--- config.mk ---
export PLATFORM = sky130hd
export DESIGN_NAME = fast_square_sweep_sequencer
export DESIGN_NICKNAME = d
export VERILOG_FILES = /design/src/rtl/fast_square_sweep_sequencer.sv
export SDC_FILE = /design/constraint.sdc
export NUM_CORES = 1
export LEC_CHECK = 0
export CAP_MARGIN = 20
export CORE_MARGIN = 3
export CORE_UTILIZATION = 45
export CTS_CLUSTER_SIZE = 10
export DETAILED_ROUTE_END_ITERATION = 6
export PLACE_DENSITY_LB_ADDON = 0.05
export SLEW_MARGIN = 20
export SYNTH_ARGS = -nofsm -noshare
export SYNTH_HDL_FRONTEND = slang
export SYNTH_SLANG_ARGS = --single-unit
--- constraint.sdc ---
create_clock -name clock -period 6 [get_ports clock]
set_input_delay 1.2 -clock clock [delete_from_list [all_inputs] [get_ports clock]]
set_output_delay 1.2 -clock clock [all_outputs]
set_load 0.02 [all_outputs]
--- src/rtl/fast_square_sweep_sequencer.sv ---
// Programmable sweep scheduler for the fast-square receive path: settings-bus
// configured step count and dwell lengths, driving synth step and rx sequencing.
module fast_square_sweep_sequencer #(
    parameter logic [6:0]  BASE_ADDR  = 7'd80,
    parameter int unsigned MAX_STEPS  = 32,
    parameter int unsigned STEP_IDX_W = 5,
    parameter int unsigned PULSE_LEN  = 4,
    parameter logic [15:0] DEF_SETTLE = 16'd0,
    parameter logic [15:0] DEF_RECORD = 16'd35000
) (
    input  logic                  clock,
    input  logic                  reset_n,
    input  logic                  serial_strobe,
    input  logic [6:0]            serial_addr,
    input  logic [31:0]           serial_data,
    input  logic                  trigger,
    output logic                  freq_step,
    output logic                  rx_reset,
    output logic                  rx_next,
    output logic                  rx_record,
    output logic                  busy,
    output logic [STEP_IDX_W-1:0] step_index,
    output logic [15:0]           sweep_count
);

    localparam int unsigned NUM_W   = STEP_IDX_W + 1;
    localparam int unsigned CNT_W   = 16;
    localparam int unsigned FIELD_W = 6;
    localparam int unsigned SC_W    = 16;

    typedef enum logic [2:0] {
        S_IDLE,
        S_RESET,
        S_STEP,
        S_SETTLE,
        S_RECORD,
        S_NEXT,
        S_DONE
    } state_e;

    state_e state_q, state_d;

    logic                  trig_s1_q, trig_s1_d;
    logic                  trig_s2_q, trig_s2_d;
    logic                  trig_s3_q, trig_s3_d;
    logic                  trig_edge_q, trig_edge_d;

    logic                  enable_q, enable_d;
    logic                  continuous_q, continuous_d;
    logic [NUM_W-1:0]      num_steps_q, num_steps_d;
    logic [15:0]           settle_ticks_q, settle_ticks_d;
    logic [15:0]           record_ticks_q, record_ticks_d;

    logic [NUM_W-1:0]      n_latched_q, n_latched_d;
    logic [CNT_W-1:0]      cnt_q, cnt_d;
    logic [STEP_IDX_W-1:0] step_index_q, step_index_d;
    logic [SC_W-1:0]       sweep_count_q, sweep_count_d;

    logic                  freq_step_q, freq_step_d;
    logic                  rx_reset_q, rx_reset_d;
    logic                  rx_next_q, rx_next_d;
    logic                  rx_record_q, rx_record_d;
    logic                  busy_q, busy_d;

    logic                  wr_ctrl_c, wr_num_c, wr_settle_c, wr_record_c;
    logic                  abort_c;
    logic [FIELD_W-1:0]    num_field_c;
    logic [CNT_W-1:0]      settle_load_c, record_load_c;
    logic                  last_step_c;
    logic                  unused_data_c;

    assign unused_data_c = ^serial_data[31:16];

    // Trigger synchronizer and registered rising-edge detect
    always_comb begin
        trig_s1_d   = trigger;
        trig_s2_d   = trig_s1_q;
        trig_s3_d   = trig_s2_q;
        trig_edge_d = trig_s2_q & ~trig_s3_q;
    end

    // Settings-bus register writes; num_steps clamps to MAX_STEPS on write
    always_comb begin
        wr_ctrl_c   = serial_strobe && (serial_addr == BASE_ADDR);
        wr_num_c    = serial_strobe && (serial_addr == BASE_ADDR + 7'd1);
        wr_settle_c = serial_strobe && (serial_addr == BASE_ADDR + 7'd2);
        wr_record_c = serial_strobe && (serial_addr == BASE_ADDR + 7'd3);
        num_field_c = serial_data[FIELD_W-1:0];
        abort_c     = wr_ctrl_c && !serial_data[0];

        enable_d       = enable_q;
        continuous_d   = continuous_q;
        num_steps_d    = num_steps_q;
        settle_ticks_d = settle_ticks_q;
        record_ticks_d = record_ticks_q;

        if (wr_ctrl_c) begin
            enable_d     = serial_data[0];
            continuous_d = serial_data[1];
        end
        if (wr_num_c) begin
            if (num_field_c == '0 || 32'(num_field_c) > MAX_STEPS) begin
                num_steps_d = NUM_W'(MAX_STEPS);
            end else begin
                num_steps_d = NUM_W'(num_field_c);
            end
        end
        if (wr_settle_c) begin
            settle_ticks_d = serial_data[15:0];
        end
        if (wr_record_c) begin
            record_ticks_d = serial_data[15:0];
        end
    end

    // Dwell loads are max(ticks,1)-1 so a zero setting still gives one cycle
    always_comb begin
        settle_load_c = (settle_ticks_q == '0) ? '0 : settle_ticks_q - CNT_W'(1);
        record_load_c = (record_ticks_q == '0) ? '0 : record_ticks_q - CNT_W'(1);
        last_step_c   = (step_index_q == STEP_IDX_W'(n_latched_q - NUM_W'(1)));
    end

    // Next-state, counters and registered-output decode
    always_comb begin
        state_d       = state_q;
        cnt_d         = cnt_q;
        step_index_d  = step_index_q;
        n_latched_d   = n_latched_q;
        sweep_count_d = sweep_count_q;

        case (state_q)
            S_IDLE: begin
                if (trig_edge_q && enable_d) begin
                    state_d = S_RESET;
                end
            end
            S_RESET: begin
                n_latched_d  = num_steps_q;
                step_index_d = '0;
                cnt_d        = CNT_W'(PULSE_LEN - 1);
                state_d      = S_STEP;
            end
            S_STEP: begin
                if (cnt_q == '0) begin
                    cnt_d   = settle_load_c;
                    state_d = S_SETTLE;
                end else begin
                    cnt_d = cnt_q - CNT_W'(1);
                end
            end
            S_SETTLE: begin
                if (cnt_q == '0) begin
                    cnt_d   = record_load_c;
                    state_d = S_RECORD;
                end else begin
                    cnt_d = cnt_q - CNT_W'(1);
                end
            end
            S_RECORD: begin
                if (cnt_q == '0) begin
                    state_d = S_NEXT;
                end else begin
                    cnt_d = cnt_q - CNT_W'(1);
                end
            end
            S_NEXT: begin
                if (last_step_c) begin
                    state_d = S_DONE;
                end else begin
                    step_index_d = step_index_q + STEP_IDX_W'(1);
                    cnt_d        = CNT_W'(PULSE_LEN - 1);
                    state_d      = S_STEP;
                end
            end
            S_DONE: begin
                sweep_count_d = sweep_count_q + SC_W'(1);
                state_d       = (continuous_d && enable_d) ? S_RESET : S_IDLE;
            end
            default: begin
                state_d = S_IDLE;
            end
        endcase

        // Disable write aborts from any state, freezing step and sweep counts
        if (abort_c) begin
            state_d       = S_IDLE;
            cnt_d         = cnt_q;
            step_index_d  = step_index_q;
            n_latched_d   = n_latched_q;
            sweep_count_d = sweep_count_q;
        end

        freq_step_d = (state_d == S_STEP);
        rx_reset_d  = (state_d == S_RESET);
        rx_next_d   = (state_d == S_NEXT);
        rx_record_d = (state_d == S_RECORD);
        busy_d      = (state_d != S_IDLE);
    end

    always_ff @(posedge clock or negedge reset_n) begin
        if (!reset_n) begin
            state_q        <= S_IDLE;
            trig_s1_q      <= 1'b0;
            trig_s2_q      <= 1'b0;
            trig_s3_q      <= 1'b0;
            trig_edge_q    <= 1'b0;
            enable_q       <= 1'b0;
            continuous_q   <= 1'b0;
            num_steps_q    <= NUM_W'(MAX_STEPS);
            settle_ticks_q <= DEF_SETTLE;
            record_ticks_q <= DEF_RECORD;
            n_latched_q    <= NUM_W'(MAX_STEPS);
            cnt_q          <= '0;
            step_index_q   <= '0;
            sweep_count_q  <= '0;
            freq_step_q    <= 1'b0;
            rx_reset_q     <= 1'b0;
            rx_next_q      <= 1'b0;
            rx_record_q    <= 1'b0;
            busy_q         <= 1'b0;
        end else begin
            state_q        <= state_d;
            trig_s1_q      <= trig_s1_d;
            trig_s2_q      <= trig_s2_d;
            trig_s3_q      <= trig_s3_d;
            trig_edge_q    <= trig_edge_d;
            enable_q       <= enable_d;
            continuous_q   <= continuous_d;
            num_steps_q    <= num_steps_d;
            settle_ticks_q <= settle_ticks_d;
            record_ticks_q <= record_ticks_d;
            n_latched_q    <= n_latched_d;
            cnt_q          <= cnt_d;
            step_index_q   <= step_index_d;
            sweep_count_q  <= sweep_count_d;
            freq_step_q    <= freq_step_d;
            rx_reset_q     <= rx_reset_d;
            rx_next_q      <= rx_next_d;
            rx_record_q    <= rx_record_d;
            busy_q         <= busy_d;
        end
    end

    assign freq_step   = freq_step_q;
    assign rx_reset    = rx_reset_q;
    assign rx_next     = rx_next_q;
    assign rx_record   = rx_record_q;
    assign busy        = busy_q;
    assign step_index  = step_index_q;
    assign sweep_count = sweep_count_q;

endmodule

==> summary.txt <==
Status
  • Result of the run: completed

Logic synthesis
  • Netlist Area Pre-Place: 5320 um2
  • Number of distinct standard cells referenced by the synthesized netlist: 76
  • Share of synthesized area occupied by flip-flops and latches: 43.9%
  • Post-synth EDFFs: 0
  • Most frequently used flop master after synthesis: dfrtp_1
  • Post-synthesis adder-cell area fraction: 1.65%
  • Area share of xor/xnor cells in the synthesized design: 6.59%
  • Mux contribution to synthesized area: 8.24%
  • Syn avg cell area: 10.1 um2
  • Complex-gate fraction of the synthesized area: 14.3%
  • Synthesized Nets: 574
  • Total number of yosys warnings: 0
  • Post-synthesis instance total: 524
  • Main combinational cell family by area after synthesis: simple AND/OR/NAND/NOR gates
  • Total of flip-flops plus latches after synthesis: 93
  • Async set-reset flop share out of synthesis: 100%
  • Share of synthesized cell area in and, or, nand and nor gates: 22.7%

Placement
  • Placer congestion estimate: 0.926
  • Input/output buffers: 52
  • Sum of net half-perimeters after detailed placement: 10000 um

Clock tree
  • Clock sink count: 93
  • Clk pin slew, worst setup/hold paths: 0.07 ns
  • Buffer levels on the longest clock path: 2
  • Root Buffer Master: clkbuf_16
  • Depth of the CTS H-tree: 3
  • Resize count post-CTS: 0
  • Post-cts hold buffer count: 0
  • Clock Latency Late Sink: 0.35 ns
  • Clock tree from TritonCTS: yes
  • Post CTS Setup Buffer Count: 0
  • CTS Buf Count: 9

Detailed routing
  • Drt via density: 5.93
  • Starting DRT DRC Count: 278
  • Number of DRC violations after detailed routing: 0
  • Aggregate routed wire length: 13600 um
  • DR pass1 iterations: 4
  • Avg WL per Cell: 18.9 um
  • Antenna Nets Post-Route: 0
  • Routed via count: 4280

Global route
  • Largest net degree at the start of global routing: 49
  • Remaining Overflow, GRT: 0
  • Number of global-route vias before repair: 4256
  • GRT Resource Usage Total: 21.5%
  • Number of antenna violations at the first check in global routing: 0
  • First-pass GRT wire length: 22100 um

Layout
  • # diodes: 0
  • Layout Utilization: 54.5%
  • Area growth from synthesis to layout: 17.6%
  • Final #Nets: 624
  • Share of post-route cells with drive strength above 1: 14.5%

Min path
  • Number of instances on the worst hold path: 0
  • Type of the tightest min-delay check: register to register

STA
  • Max Clock Freq: 287 MHz
  • Unrepaired setup endpoints after global routing: false
  • Actual slew at the worst max-slew pin: 0.886 ns
  • Final critical delay including setup and external delays: 3.49 ns
  • Number of endpoints with negative hold slack in the final report: 0
  • Share of the cycle needed by the critical path after routing: 58.1%
  • Final worst clock skew: 0.00919 ns
  • Pins over their slew limit: 0
  • Final TNS setup: 0 ns
  • Relative max-transition margin: 40.7%
  • Count of final setup violators: 0

Worst setup path
  • Critical Path RT: 6.21 ns
  • Reg2Reg Setup Slack: 2.90 ns
  • Slowest Stage Delay on Critical Path: 0.57 ns
  • Sort of element at the end of the critical path: register
  • Setup crit start: serial_addr[0]
  • Start-to-end type of the worst setup path: input port to register
  • Cell with the largest stage delay on the worst path: or4bb_1
  • R2R cell count: 6
  • Critical Path Fanout Max: 14
  • Critical path data arrival time: 3.70 ns
  • Crit Reg-Reg Endpoint: cnt_q[9]
  • Crit start category: input port
  • Critical R2R Launch: cnt_q[2]
  • Bufs and invs on worst path: 2
  • Cell family with most CP delay: simple AND/OR/NAND/NOR gates
  • Worst setup path end: cnt_q[5]
  • Number of cells on the critical path: 7
  • CP Cell Sequence: clkdlybuf4s50_1, or4bb_1, nor3_2, buf_4, a211o_1, and2_1, o21ai_0

Floorplan
  • Die X: 115 um
  • Num ports: 69
  • Die boundary height: 115 um
  • Number of cell rows: 39
  • Initial Util: 46.4%
  • Area enclosed by the die boundary: 13200 um2
  • Area of the core region: 11500 um2

Power and ir drop
  • PD cells: 391 nW/um2
  • Net switching power: 0.959 mW
  • Largest vdd supply drop: 250 uV
  • Clock group share of total power: 24.4%
  • Combinational fraction of design power: 38.3%
  • Switching fraction of total power: 39.3%
  • Cell Int Power: 1.48 mW
  • Leakage Power: 2.64 nW
  • Share of total power in sequential cells: 37.4%

Run
  • Max-cap violations: 0
[registers in the layout, indices dropped and copies added (netlist names), 3 cells and up]
signal / count
cnt_q: 16
n_latched_q: 5
num_steps_q: 5
record_ticks_q: 16
settle_ticks_q: 16
state_q: 3
step_index: 5
sweep_count: 16
[placed cells by master, fill, tap and decap left out, types with 6 or more instances in the layout]
cell type        count
nand3b_1             8
and3_1               7
a21oi_1             16
mux2_2              38
nand4_1              6
dfstp_2              6
nand3_1             23
xor2_1              15
nor2_1              37
ha_1                 7
o21ai_0             29
nor4_1               6
xnor2_1             25
clkbuf_16            9
or4_1                7
a211oi_1             7
dfrtp_1             87
clkdlybuf4s50_1     51
nor3_1              19
o31ai_1              9
or3_1                6
nand2_1             40
inv_1               14
o22ai_1              7
[per-stage QoR]
step           cells  instance area [um2]  worst slack [ns]  total power [mW]  hold slack (ns)
6_report         722                 6250              2.51              2.44            0.349
5_1_grt          722                 6250              2.36              2.59            0.364
4_1_cts          722                 6250              2.51              2.45            0.353
3_5_place_dp     706                 5940              2.14              1.85            0.336
3_3_place_gp     706                 5940              2.20              1.83            0.334
2_1_floorplan    524                 5320              3.10              1.57            0.331
[final cells by class]
class                   count  area [um2]
fillers                  1022        5210
multi-input cells         402        2840
flip-flops and latches     93        2330
repair buffers             54         533
clock buffers              10         239
well taps                 143         179
clock inverters             6        71.3
inverters                  14        52.6
[layer usage]
metal	up-vias	wire, um	GRT usage [%]
met4	0	316	7.67
met1	2097	6230	29.1
met5	-	0	0
li1	2056	-	-
met2	105	6390	35.0
met3	22	686	3.65
[synth_stat cells (all sizes together), types with 3 or more instances]
cell    count  area share, %
dfstp       6            3.0
and3        7           0.82
o21ai      31            3.1
or4         9            1.4
or4b        4           0.82
buf        11            1.3
a211o       3           0.49
nor3       22            2.4
nand2b      4           0.47
nand4b      3           0.49
inv        14           0.99
nor4        8            1.5
o211ai      6           0.94
dfrtp      87             41
and2        5           0.59
nand3      23            2.2
or3         6           0.71
a211oi      7           0.99
nand2      42            3.1
nand4       7           0.94
nor2       37            2.6
nor3b       3           0.73
xor2       15            2.5
o22ai       7           0.82
nor4b       3           0.61
nand3b      8            1.1
o311ai      5           0.96
o31ai       9            1.3
nor2b       5           0.59
xnor2      25            4.1
mux2       38            8.0
a21oi      17            1.7
clkbuf      4           0.31
ha          7            1.6
a221o       3           0.56
[worst register-to-register path, delay by kind of cell (launching register included)]
kind / cells / cell delay [ns]
AND/OR/NAND/NOR: 3 / 1.35
AO/OA/AOI/OAI: 3 / 1.18
flip-flops: 1 / 0.45
[cell families (layout without fill, tap and decap cells)]
group | count (synthesis) | count (layout)
buf+inv | 29 | 84
flops | 93 | 93
mux | 39 | 39
xor+xnor | 40 | 40
compound gates | 110 | 110
simple gates | 206 | 206
fa+ha+maj | 7 | 7
[power by group through the flow]
stage / Sequential, mW / Combinational, mW / Clock (mW)
after floorplan: 0.895 / 0.673 / 0
after global placement: 0.914 / 0.918 / 0
after detailed placement: 0.920 / 0.928 / 0
after CTS: 0.910 / 0.932 / 0.608
after global routing: 0.933 / 1.03 / 0.630
final: 0.914 / 0.934 / 0.595
[worst min-delay path by stage]
stage	from	endpoint	slack, ns
final	trig_s1_q	trig_s2_q	0.35
after global routing	trig_s1_q	trig_s2_q	0.36
after CTS	trig_s1_q	trig_s2_q	0.35
after detailed placement	trig_s1_q	trig_s2_q	0.34
after global placement	trig_s1_q	trig_s2_q	0.33
after floorplan	trig_s1_q	trig_s2_q	0.33
(Power assumes the default switching activity.)
==> RTL change (same settings) <==
Remove the register `rx_record_q`: a continuous assignment takes its place, so the output `rx_record` follows one clock earlier.
--- a/src/rtl/fast_square_sweep_sequencer.sv
+++ b/src/rtl/fast_square_sweep_sequencer.sv
@@ -218,3 +218,2 @@
             rx_next_q      <= 1'b0;
-            rx_record_q    <= 1'b0;
             busy_q         <= 1'b0;
@@ -238,3 +237,2 @@
             rx_next_q      <= rx_next_d;
-            rx_record_q    <= rx_record_d;
             busy_q         <= busy_d;
@@ -242,2 +240,4 @@
     end
+
+    assign rx_record_q = rx_record_d;
 
Formal check against the unedited RTL: not equivalent (Yosys sat finds a counterexample within 10 cycles, from zero or initial values and one cycle with reset_n low).
==> RTL change against the original RTL <==
- area after synthesis fell by 0.47%
- first-iteration DRC count fell by 27%
- non-clock buffer count rose by 2
- design area is essentially flat
- register-to-register slack gained 80 ps
- core utilization up 1.5 points
- clock power grew 4.7%
- power grew 1.4%
- sequential cell count shrank 1
- setup slack got worse by 1400 ps
- wire length shrank 0.48%
- largest cell class unchanged
- largest power group unchanged
- highest routed layer unchanged
==> RTL change: results (changes against the original RTL) <==
Cells and area
  – Filler cell count: 986 (-3.5%)
  – # diodes: 0 (unchanged)
  – Final net count: 625 (+0.16%)
  – Share of cells above drive strength 1: 0.148 (+0.00320)

Global routing
  – Total GRT Usage: 0.218 (+0.00216)
  – Largest net degree at the start of global routing: 49 (unchanged)
  – Antenna violations before repair: 0 (unchanged)
  – GR Util met2: 0.343 (-0.00621)
  – First-pass GRT wire length: 22400 um (+1.2%)
  – Met1 Usage GRT: 0.307 (+0.0160)
  – Met3 usage: 0.0312 (-0.00529)
  – Vias in the first global route: 4148 (-2.5%)

Synth
  – Synth async-reset ratio: 1.00 (unchanged)
  – YS warnings: 0 (unchanged)
  – Synth Net Count: 573 (-0.17%)
  – Ys flop type: dfrtp_1
  – Sequential fraction of the synthesis area: 0.437 (-0.00265)
  – Synth unique cells: 76 (unchanged)
  – Most common library cells after synthesis: dfrtp_1 (86), nand2_1 (40), mux2_2 (38)
  – Top area cells in the synthesized netlist: dfrtp_1 (41%), mux2_2 (8.1%), xnor2_1 (4.1%)

Clocking
  – Max Root-Sink Buffers: 2 (unchanged)
  – Clk Latency, worst-skew pair: 350 ps (about the same)
  – H-Tree Depth: 3 (unchanged)
  – Root cell of the clock tree: clkbuf_16
  – Clock transition at the registers of the reported paths: 70 ps (about the same)
  – Post-CTS setup buffers: 0 (unchanged)
  – Post-cts resize count: 0 (unchanged)
  – TritonCTS buffer count: 9 (unchanged)

Run status
  – Outcome: finished clean

Detailed routing
  – First-pass iteration count of the detailed router: 5 (+1)
  – Via count: 4249 (-0.72%)
  – Routed WL: 13600 um (-0.48%)
  – DR iter-0 viols: 203 (-27%)

Run
  – Max-Cap Viols: 0 (unchanged)

Critical path
  – Max FO, Critical Path: 5 (-9)
  – CP arrival: 3730 ps (+30 ps)

Placed design
  – Placer Congestion: 0.931 (+0.54%)
  – DP HPWL: 9990 um (-0.52%)
  – IO buf count: 52 (unchanged)

Power and ir drop
  – Max rail drop VDD: 0.296 mV (+19%)
  – Leak: 2.65 nW (+0.48%)

Timing
  – Worst slew margin: 0.359 (-0.0479)
  – Fin. Hold Viols: 0 (unchanged)
  – Setup Skew: 6.12 ps (-3.07 ps)

Min path
  – Worst min-delay path class: reg2reg
==> RTL change: where the power goes <==
part,leakage (nW),switching [mW],internal (mW)
sequential,1.17,0.166,0.740
clock,0.162,0.247,0.376
combinational,1.32,0.542,0.405
total,2.65,0.956,1.52
==> RTL change: layout make-up <==
cell class                 instances  share of cell area
inverter                          14             0.00840
tap                              140              0.0280
multi-input combinational        402               0.455
clock inverter                     6              0.0140
clock buffer                      10              0.0382
timing repair buffer              56              0.0876
sequential                        92               0.369
==> RTL change: per-stage QoR <==
step | setup WS (ps) | area [um2] | std cells | util | hold WS (ps)
floorplan | 2160 | 5290 | 523 | - | 331
global placement | 1090 | 5930 | 704 | 0.531 | 336
detailed placement | 1060 | 5930 | 704 | 0.531 | 355
CTS | 1050 | 6260 | 720 | 0.560 | 370
global route | 868 | 6260 | 720 | 0.560 | 376
finish | 1070 | 6260 | 720 | 0.560 | 364
==> RTL change: worst paths after layout <==
path	startpoint	end	slack, ps	cells after the start
worst max-delay path	serial_addr[0]	rx_record	1070	8
worst min-delay path	trig_s1_q	trig_s2_q	360	0
worst max register to register	cnt_q[2]	cnt_q[9]	2980	6
worst min register to register	trig_s1_q	trig_s2_q	360	0
max in group asynchronous	reset_n	settle_ticks_q[13]	4120	2
min in group asynchronous	reset_n	n_latched_q[3]	850	1
==> RTL change: worst max-delay path, stage by stage <==
cell and delay, ps:
clkdlybuf4s50_1 470, or4bb_1 570, nor3_1 180, o21ai_0 120, a21boi_1 280, and3b_1 240
and2_1 140, clkdlybuf4s50_1 530
==> RTL change: cells by family (layout without fill, tap and decap cells) <==
kind of cell	after synthesis	count (layout)	synth area share
XOR/XNOR	40	40	0.0662
flip-flops	92	92	0.437
AND/OR/NAND/NOR	206	206	0.228
multiplexers	39	39	0.0828
buffers and inverters	29	86	0.0260
adder cells (fa/ha/maj)	7	7	0.0166
AO/OA/AOI/OAI	110	110	0.144
==> RTL change: routing by layer <==
metal / vias up / share of wire
li1: 2053 / -
met1: 2095 / 0.49
met2: 82 / 0.47
met3: 19 / 0.030
met4: 0 / 0.018
met5: - / 0
